--- src/rtl/matrix_result_tx.sv ---
// matrix_result_tx
//   UART transmit end of the matrix accelerator. On start, streams the
//   dim_m x dim_p result matrix back to the host as 32-bit words, row-major,
//   MSB byte first, 8N1 framing. Result storage is read through a
//   row/column address port with one cycle of read latency.
//
//   Optional build macro: MATRIX_TX_HEADER_EN
//     defined   -> two header words {dim_m} and {dim_p} precede the data
//     undefined -> data words only, no header logic
//
// Ports
//   clk      in   system clock, rising edge
//   rst_n    in   asynchronous active-low reset
//   start    in   1-cycle send request, sampled only in IDLE
//   dim_m    in   rows to send, latched on accepted start
//   dim_p    in   columns to send, latched on accepted start
//   rd_row   out  result read row address
//   rd_col   out  result read column address
//   rd_data  in   result word, valid 1 cycle after address
//   uart_tx  out  serial line, idle high, registered
//   busy     out  high from accepted start through final stop bit
//   done     out  1-cycle pulse when the transfer ends
//
// State   | meaning
// --------+-----------------------------------------------------------
// IDLE    | line high, waiting for start
// FETCH   | address driven for 2 cycles, word captured on the 2nd
// LOAD    | select next byte of the word (MSB first)
// START   | start bit (low) for one bit period
// DATA    | 8 data bits, LSB first
// STOP    | stop bit (high), then next byte / next word / finish
// FINISH  | done pulse visible, return to IDLE

module matrix_result_tx #(
  parameter int CLOCK_FREQ = 50000000,
  parameter int BAUD_RATE  = 9600,
  parameter int MAX_M      = 4,
  parameter int MAX_P      = 4
) (
  input  logic                       clk,
  input  logic                       rst_n,
  input  logic                       start,
  input  logic [$clog2(MAX_M+1)-1:0] dim_m,
  input  logic [$clog2(MAX_P+1)-1:0] dim_p,
  output logic [$clog2(MAX_M)-1:0]   rd_row,
  output logic [$clog2(MAX_P)-1:0]   rd_col,
  input  logic [31:0]                rd_data,
  output logic                       uart_tx,
  output logic                       busy,
  output logic                       done
);

  localparam int CLKS_PER_BIT = CLOCK_FREQ / BAUD_RATE;
  localparam int MW = $clog2(MAX_M + 1);
  localparam int PW = $clog2(MAX_P + 1);
  localparam int RW = $clog2(MAX_M);
  localparam int CW = $clog2(MAX_P);
  localparam int TW = $clog2(CLKS_PER_BIT);

  localparam logic [TW-1:0] BIT_LAST = TW'(CLKS_PER_BIT - 1);
  localparam logic [MW-1:0] MAX_M_V  = MW'(MAX_M);
  localparam logic [PW-1:0] MAX_P_V  = PW'(MAX_P);

  typedef enum logic [2:0] {
    S_IDLE,
    S_FETCH,
    S_LOAD,
    S_START,
    S_DATA,
    S_STOP,
    S_FINISH
  } state_t;

  state_t         state;
  logic [MW-1:0]  dm_q;
  logic [PW-1:0]  dp_q;
  logic [31:0]    word;
  logic [7:0]     tx_byte;
  logic [1:0]     byte_idx;
  logic [2:0]     bit_idx;
  logic [TW-1:0]  bit_cnt;
  logic           fetch_cnt;

  logic           dims_ok;
  logic           bit_end;
  logic           last_row;
  logic           last_col;
  logic           hdr_pending;
  logic [31:0]    fetch_word;

  assign dims_ok  = (dim_m != '0) && (dim_p != '0) &&
                    (dim_m <= MAX_M_V) && (dim_p <= MAX_P_V);
  assign bit_end  = (bit_cnt == BIT_LAST);
  assign last_row = (MW'(rd_row) == dm_q - MW'(1));
  assign last_col = (PW'(rd_col) == dp_q - PW'(1));

`ifdef MATRIX_TX_HEADER_EN
  // hdr_idx counts header words already sent; 2 means header complete.
  logic [1:0] hdr_idx;

  assign hdr_pending = (hdr_idx != 2'd2);
  assign fetch_word  = !hdr_pending     ? rd_data     :
                       (hdr_idx == 2'd0) ? 32'(dm_q) : 32'(dp_q);

  always_ff @(posedge clk or negedge rst_n) begin
    if (!rst_n) begin
      hdr_idx <= 2'd0;
    end else if (state == S_IDLE && start && dims_ok) begin
      hdr_idx <= 2'd0;
    end else if (state == S_STOP && bit_end && byte_idx == 2'd3 && hdr_pending) begin
      hdr_idx <= hdr_idx + 2'd1;
    end
  end
`else
  assign hdr_pending = 1'b0;
  assign fetch_word  = rd_data;
`endif

  always_ff @(posedge clk or negedge rst_n) begin
    if (!rst_n) begin
      state     <= S_IDLE;
      dm_q      <= '0;
      dp_q      <= '0;
      rd_row    <= '0;
      rd_col    <= '0;
      word      <= '0;
      tx_byte   <= '0;
      byte_idx  <= '0;
      bit_idx   <= '0;
      bit_cnt   <= '0;
      fetch_cnt <= 1'b0;
      uart_tx   <= 1'b1;
      busy      <= 1'b0;
      done      <= 1'b0;
    end else begin
      done <= 1'b0;
      case (state)
        S_IDLE: begin
          if (start) begin
            if (!dims_ok) begin
              // Rejected request: report completion without touching the line.
              done <= 1'b1;
            end else begin
              dm_q      <= dim_m;
              dp_q      <= dim_p;
              rd_row    <= '0;
              rd_col    <= '0;
              byte_idx  <= '0;
              fetch_cnt <= 1'b0;
              busy      <= 1'b1;
              state     <= S_FETCH;
            end
          end
        end

        S_FETCH: begin
          // Address was set on entry; rd_data is valid in the 2nd cycle.
          if (!fetch_cnt) begin
            fetch_cnt <= 1'b1;
          end else begin
            fetch_cnt <= 1'b0;
            word      <= fetch_word;
            byte_idx  <= '0;
            state     <= S_LOAD;
          end
        end

        S_LOAD: begin
          tx_byte <= word[31 - 8*int'(byte_idx) -: 8];
          bit_cnt <= '0;
          uart_tx <= 1'b0;
          state   <= S_START;
        end

        S_START: begin
          if (bit_end) begin
            bit_cnt <= '0;
            bit_idx <= '0;
            uart_tx <= tx_byte[0];
            state   <= S_DATA;
          end else begin
            bit_cnt <= bit_cnt + TW'(1);
          end
        end

        S_DATA: begin
          if (bit_end) begin
            bit_cnt <= '0;
            if (bit_idx == 3'd7) begin
              uart_tx <= 1'b1;
              state   <= S_STOP;
            end else begin
              bit_idx <= bit_idx + 3'd1;
              uart_tx <= tx_byte[bit_idx + 3'd1];
            end
          end else begin
            bit_cnt <= bit_cnt + TW'(1);
          end
        end

        S_STOP: begin
          if (bit_end) begin
            bit_cnt <= '0;
            if (byte_idx != 2'd3) begin
              byte_idx <= byte_idx + 2'd1;
              state    <= S_LOAD;
            end else if (hdr_pending) begin
              // Header words do not advance the result address.
              fetch_cnt <= 1'b0;
              state     <= S_FETCH;
            end else if (last_row && last_col) begin
              busy  <= 1'b0;
              done  <= 1'b1;
              state <= S_FINISH;
            end else begin
              if (last_col) begin
                rd_col <= '0;
                rd_row <= rd_row + RW'(1);
              end else begin
                rd_col <= rd_col + CW'(1);
              end
              fetch_cnt <= 1'b0;
              state     <= S_FETCH;
            end
          end else begin
            bit_cnt <= bit_cnt + TW'(1);
          end
        end

        S_FINISH: begin
          state <= S_IDLE;
        end

        default: begin
          state   <= S_IDLE;
          uart_tx <= 1'b1;
          busy    <= 1'b0;
        end
      endcase
    end
  end

endmodule
--- config.mk ---
export PLATFORM = sky130hd
export DESIGN_NAME = matrix_result_tx
export DESIGN_NICKNAME = d
export VERILOG_FILES = /design/src/rtl/matrix_result_tx.sv
export SDC_FILE = /design/constraint.sdc
export NUM_CORES = 1
export LEC_CHECK = 0
export CELL_PAD_IN_SITES_DETAIL_PLACEMENT = 1
export CELL_PAD_IN_SITES_GLOBAL_PLACEMENT = 1
export CORE_UTILIZATION = 36
export CTS_CLUSTER_DIAMETER = 60
export CTS_CLUSTER_SIZE = 40
export DETAILED_ROUTE_END_ITERATION = 8
export PLACE_DENSITY = 0.73
export SLEW_MARGIN = 30
export SYNTH_ARGS = -nofsm -noshare
export SYNTH_HDL_FRONTEND = slang
export SYNTH_SLANG_ARGS = --single-unit
--- constraint.sdc ---
create_clock -name clk -period 2.3 [get_ports clk]
set_input_delay 0.46 -clock clk [delete_from_list [all_inputs] [get_ports clk]]
set_output_delay 0.46 -clock clk [all_outputs]
set_load 0.05 [all_outputs]
# Word-level counts from Yosys, hierarchy flattened
# Index checks and enable logic that the tools add are counted.
[word_totals]
regBits = 75
word_cells = 133
output_inout_bits = 7
inputBits = 41
[op_classes]
n_bitwise = 2
n_reduce_logical = 24
add_sub_neg = 8
eq_ne = 24
n_lt_le_gt_ge = 3
n_shift = 1
mux = 57
[op_table]
columns = ["cell", "count"]
rows = [
  ["$shiftx 39x6->8", 1],
  ["$mux 3", 12],
  ["$ne 2x2->1 const B", 14],
  ["$mux 2", 13],
  ["$pmux 13 s2", 1],
  ["$reduce_and 6->1", 4],
  ["$mux 1", 20],
  ["$pmux 3 s6", 1],
  ["$reduce_and 7->1", 2],
  ["$add 13x1->13 const B", 1],
  ["$eq 13x13->1 const B", 1],
  ["$mux 13", 1],
  ["$eq 3x3->1 const B", 4],
  ["$reduce_bool 3->1", 3],
  ["$pmux 2 s2", 2],
  ["$add 2x1->2 const B", 3],
  ["$eq 2x3->1", 2],
  ["$eq 3x2->1 const B", 2],
  ["$le 3x3->1 const B", 2],
  ["$pmux 1 s3", 2],
  ["$pmux 2 s3", 1],
  ["$pmux 3 s2", 1],
  ["$reduce_and 3->1", 2],
  ["$reduce_bool 2->1", 3],
  ["other kinds (16)", 21],
]

# Depth between registers and ports, before layout
[depth]
depth_word = 7
mapped_depth = 8

# Worst setup path before layout
# OpenSTA, ideal clock, no wires.
[synth_timing]
path_kind = "reg-to-reg"
startpoint = "register rd_col[0]"
endpoint = "register rd_row[1]"
arrival_ps = 1969
slack_ps = 255
setup_ps = 76
path_stages_with_launch = 6
path_cell_list = "dfrtp_1 > xnor2_1 > nor3_1 > nand3_2 > or4b_1 > o21ai_1"
[synth_via]
elab_chain_cells = 4
elab_cells_between_ends = 5
cone_classes = "eq/ne (3); reduce/logical (2)"
[synth_lines]
columns = ["element", "line", "text"]
rows = [
  ["start, declared", "46", "output logic [$clog2(MAX_P)-1:0] rd_col,"],
  ["start signal, assigned", "220", "rd_col <= rd_col + CW'(1);"],
  ["$eq 2x3->1 *", "95", "assign last_col = (PW'(rd_col) == dp_q - PW'(1));"],
  ["$logic_and 1x1->1", "211", "end else if (last_row && last_col) begin"],
  ["$ne 2x2->1 (no line)", "n/a", ""],
  ["$reduce_and 7->1 (no line) *", "n/a", ""],
  ["end signal, assigned", "218", "rd_row <= rd_row + RW'(1);"],
  ["end, declared", "45", "output logic [$clog2(MAX_M)-1:0] rd_row,"],
]
# Mark *: on every way between the ends. The rest lies on a longest branch, timed or not.
# A chain may end at the register's enable or synchronous reset.

# Worst setup path after layout
[layout_timing]
startpoint = "register bit_cnt[11]"
endpoint = "register byte_idx[0]"
[layout_via]
elab_chain_cells = 3
[layout_lines]
columns = ["element", "line", "text"]
rows = [
  ["start, declared", "81", "logic [TW-1:0] bit_cnt;"],
  ["start signal, assigned", "182", "bit_cnt <= bit_cnt + TW'(1);"],
  ["start signal, assigned", "197", "bit_cnt <= bit_cnt + TW'(1);"],
  ["start signal, assigned", "226", "bit_cnt <= bit_cnt + TW'(1);"],
  ["$eq 13x13->1", "93", "assign bit_end = (bit_cnt == BIT_LAST);"],
  ["$ne 2x2->1 (no line)", "n/a", ""],
  ["$reduce_and 6->1 (no line)", "n/a", ""],
  ["end signal, assigned", "205", "byte_idx <= byte_idx + 2'd1;"],
  ["end, declared", "79", "logic [1:0] byte_idx;"],
]
# Every way passes these cells.

==> run_results.csv <==
group,metric,value,unit
outcome,outcome,"complete, no violations",
synthesis,ys_types,61,
synthesis,synth-edff-count,0,
power,power_density,540,nW/um^2
global_routing,first_global_vias,3146,
sta,postLayoutSetupSlackWorst,0.125,ns
synthesis,synth.net_count,374,
synthesis,yosys_warnings,0,
synthesis,synth_top_area_share,48.4,%
cells_and_area,diodes,0,
synthesis,ys.flop_type,"dfrtp_1",
synthesis,synthArstFlopShare,100,%
power,p_leak,1.94,nW
synthesis,ys_seq_area_share,49.1,%
clock_tree,cts_resized,0,
synthesis,synth_largest_area_cell,"dfrtp_1",
cells_and_area,syn2layout_area_growth,26.7,%
route,vias_per_cell,5.30,
placed_design,hpwl,6320,um
synthesis,ys_seq_elements,75,
critical_path,r2r_end,"byte_idx[0]",
clock_tree,postCtsHoldBufs,0,
worst_hold_path,min_path_type,"primary input to async pin",
sta,setup-violations-final,0,
sta,hold_ws,0.0887,ns
floorplanning,die_y,105,um
critical_path,r2r_cells,6,
cells_and_area,register_area,1880,sq um
critical_path,startpoint,"bit_cnt[11]",
critical_path,critPathKind,"flip-flop to flip-flop",
global_routing,use_met1,23.1,%
cells_and_area,multiInputGateArea,1860,sq um
global_routing,grt_usage,18.0,%
critical_path,crit_fanout,10,
synthesis,synth.most_common_cell,"dfrtp_1",
clock_tree,cts_setup_buffers,0,
cells_and_area,fin_nets,446,
critical_path,crit_path_start_kind,"flip-flop",
sta,tightest_slew,0.495,ns
sta,finalSetupTns,0,ns
clock_tree,clk_path_buf_depth,2,
synthesis,syn_inst,327,
clock_tree,root_buffer,"clkbuf_8",
global_routing,grt_pass1_wl,15600,um
critical_path,worst_setup_path_end_kind,"flip-flop",
route,drt_iter0_markers,85,
sta,hold_viol_final,0,
global_routing,grt_start_max_net_pins,76,
floorplanning,die_width,105,um
route,drt-pass1-iter-count,4,
clock_tree,clkTransAtPathRegs,0.09,ns
critical_path,regToRegStartpoint,"bit_cnt[11]",
global_routing,grt.busiest_layer,"met2",
placed_design,io_buffers,47,
sta,rsz0062_at_grt,"false",
synthesis,synth.area.top_cells,"dfrtp_1, mux2_2, mux4_2",
cells_and_area,num-fill-cells,1108,
global_routing,antenna_found_initial,0,
run,drv_cap,0,
global_routing,use_met2,30.0,%
global_routing,gr-usage-met3,3.12,%
floorplanning,initial_core_util,37.1,%
clock_tree,cts_num_sinks,75,
critical_path,rrSetupSlack,0.12,ns
critical_path,crit_required,2.55,ns
placed_design,gp_congestion,0.793,
critical_path,critPathArrivalTime,2.43,ns
floorplanning,die-area,11000,sq um
route,drt_wl_total,8900,um
sta,slew_headroom,66.9,%
sta,max_freq,460,MHz
sta,drv_slew,0,
clock_tree,h-tree-depth,3,
floorplanning,rows,37,
clock_tree,cts_tree,"yes",
route,drc_errors,0,
power,peakVddDrop,0.357,mV
synthesis,netlist_area,3830,sq um
clock_tree,insertion_delay,0.37,ns
global_routing,grt_overflow_total,0,
sta,fin_skew,0.0137,ns
route,num_vias,2858,
cells_and_area,drive_above_1_share,27.5,%
sta,fin_crit,2.18,ns
cells_and_area,final_area,4850,sq um
synthesis,syn_area_per_cell,11.7,sq um
floorplanning,pin_count,48,
synthesis,synth_common_cells,"dfrtp_1, mux2_2, o21ai_0",
route,ant_nets,0,
clock_tree,cts_buffers,9,
route,routedWlPerCell,16.5,um
placed_design,dpl_cell_area,4630,sq um
sta,finalCritPeriodShare,94.6,%
floorplanning,fp.coreArea,10300,sq um
placed_design,pre_cts_ws,-0.205,ns
metrics by stage:
step	power, mW	util [%]	instances
2_1_floorplan	1.47	-	327
3_3_place_gp	1.60	44.9	523
3_5_place_dp	1.61	44.9	523
4_1_cts	2.65	46.8	538
5_1_grt	2.73	47.0	539
6_report	2.62	47.0	539
layout make-up:
cell class	instances	share of cell area (%)
multi-input cells	231	38.3
clock inverters	6	1.50
inverters	6	0.465
well taps	136	3.51
flip-flops and latches	75	38.7
repair buffers	76	14.9
clock buffers	9	2.55
worst max-delay path, cell delays in order (launching register included):
cell,delay (ns)
dfrtp_1,0.41
or4b_4,0.59
nor3_4,0.23
buf_12,0.15
a21oi_2,0.05
or3_1,0.34
mux2_4,0.27
state kept, by name, summed over array words and instances (netlist names):
register   cells
dm_q           3
bit_cnt       13
word          32
byte_idx       2
bit_idx        3
uart_tx        1
done           1
tx_byte        8
busy           1
state          3
rd_row         2
fetch_cnt      1
rd_col         2
dp_q           3
how the worst max path moves through the flow:
stage | to | slack (ns)
detailed placement | byte_idx[0] | -0.20
CTS | byte_idx[0] | 0.06
global route | rd_row[1] | 0.005
global placement | byte_idx[0] | -0.14
finish | byte_idx[0] | 0.12
floorplan | rd_row[1] | 0.25
power breakdown:
group	total [mW]	internal (mW)	switching [mW]	leakage, nW
Clock	1.04	0.508	0.534	0.0967
Combinational	0.196	0.124	0.0723	0.950
Sequential	1.38	1.36	0.0215	0.888
Total	2.62	1.99	0.628	1.94
logic make-up after synthesis:
kind of cell,synth area share [%]
compound gates,12.9
flops,49.1
buf+inv,2.49
simple gates,13.0
fa+ha+maj,1.96
xor+xnor,1.60
mux,18.9
layout by cell type (no fill, tap or decap), types with 4 or more instances in the layout:
| master | instances |
|---|---|
| xor2_1 | 4 |
| mux2_2 | 42 |
| o21ai_0 | 32 |
| nand3_1 | 7 |
| inv_1 | 6 |
| a31oi_1 | 6 |
| nor2b_1 | 10 |
| o31ai_1 | 4 |
| dfrtp_1 | 74 |
| nor3_1 | 5 |
| nand2_1 | 26 |
| clkdlybuf4s50_1 | 46 |
| nor2_1 | 12 |
| nand4_1 | 6 |
| mux4_2 | 10 |
| clkbuf_8 | 9 |
| buf_4 | 27 |
| ha_1 | 6 |
routing by layer:
| layer | part of all wire (%) | vias to the layer above |
|---|---|---|
| li1 | - | 1369 |
| met1 | 46 | 1431 |
| met2 | 50 | 46 |
| met3 | 2.8 | 12 |
| met4 | 1.8 | 0 |
| met5 | 0 | - |
No activity file was read; power rests on OpenSTA's default activity.
==> edit (same settings) <==
Re-encode `state_t` (7 states) as one-hot, 7 bits wide.
--- a/src/rtl/matrix_result_tx.sv
+++ b/src/rtl/matrix_result_tx.sv
@@ -61,14 +61,14 @@
   localparam logic [MW-1:0] MAX_M_V  = MW'(MAX_M);
   localparam logic [PW-1:0] MAX_P_V  = PW'(MAX_P);
 
-  typedef enum logic [2:0] {
-    S_IDLE,
-    S_FETCH,
-    S_LOAD,
-    S_START,
-    S_DATA,
-    S_STOP,
-    S_FINISH
+  typedef enum logic [6:0] {
+    S_IDLE   = 7'b0000001,
+    S_FETCH  = 7'b0000010,
+    S_LOAD   = 7'b0000100,
+    S_START  = 7'b0001000,
+    S_DATA   = 7'b0010000,
+    S_STOP   = 7'b0100000,
+    S_FINISH = 7'b1000000
   } state_t;
 
   state_t         state;
Function: same outputs for any inputs over 10 cycles, from zero or initial values and one cycle with rst_n low; not proved beyond that.
==> edit against the original RTL <==
  * First-iteration DRC count rose by 110%
  * Global-route usage grew 1.6 points
  * Synthesized area grew 9.9%
  * Critical path depth increased by 1
  * Routed wire length grew 20%
  * Design area is 11% higher
  * Sequential cell count grew 4
  * Count of clock-buffer cells in the layout is 3 higher
  * Setup slack gained 0.021 ns
  * Critical path type unchanged
Power is not compared: it rests on default switching activity, and its combinational part moved more than twofold at a synthesized area within 25%.
==> edit: results (changes against the original RTL) <==
Commonest cells post-synth: 77 x dfrtp_1, 44 x mux2_2, 27 x o21ai_0, 26 x nand2_1, 17 x inv_1
Placed Area: 5000 sq um (+8.0%)
Drt wl/cell: 18.1 um (+9.7%)
Seq/Total Area, Yosys: 47.1% (-2.0 points)
Met1 WL: 4.79 mm (+18%)
Clock transition at path regs: 0.06 ns (-0.03 ns)
Fillers: 1231 (+11%)
Met2 Routed Length: 5.41 mm (+22%)
Pre-CTS setup slack: -0.179 ns (+0.0260 ns)
GR Util All Layers: 19.6% (+1.6 points)
Slowest cell on crit path: or4_4
Global routing usage on met3: 3.17% (+0.055 points)
Reg2Reg Capture Point: bit_cnt[7]$_DFFE_PN0P_
Vias: 3239 (+13%)
WHS: 0.0976 ns (+0.00890 ns)
CP Max Fanout: 11 (+1)
Met3 wire len: 310 um (+24%)
Iteration-0 DRC count of the detailed router: 179 (+110%)
Yosys cell types: 54 (-11%)
Final min period: 2.15 ns (-0.0213 ns)
Largest net degree at the start of global routing: 41 (-46%)
Status: finished clean
Critical Path Source: bit_cnt[9]$_DFFE_PN0P_
Syn Area/Cell: 11.3 sq um (-3.1%)
Synth Area in Compound Gates: 12.7% (-0.22 points)
GPL Wtd Cong: 0.838 (+5.7%)
Vias in the first global route: 3494 (+11%)
-- edit: cell count changes after synthesis, moves of 6 or more --
cell,delta
a211oi_1,+8
inv_1,+11
nand3_1,+6
nor2b_1,-6
-- edit: cell families after synthesis --
| kind of cell | count (synthesis) |
|---|---|
| AOI/OAI and AO/OA | 79 |
| buffers and inverters | 36 |
| and+or+nand+nor | 102 |
| muxes | 59 |
| adders and majority gates | 6 |
| xor gates and xnor gates | 10 |
| DFF | 79 |
-- edit: cell type report --
class	count	area (sq um)	share of cell area (%)
clock buffer	12	267	4.97
clock inverter	4	76.3	1.42
inverter	17	63.8	1.19
multi-input combinational	256	2080	38.8
sequential	79	1980	37.0
tap	143	179	3.34
timing repair buffer	78	713	13.3
-- edit: repair_timing --
action	4_1_cts	5_1_grt
gates resized for setup	0	2
setup buffers	0	0
endpoints found under the hold margin	0	0
endpoints found under the setup margin	0	2
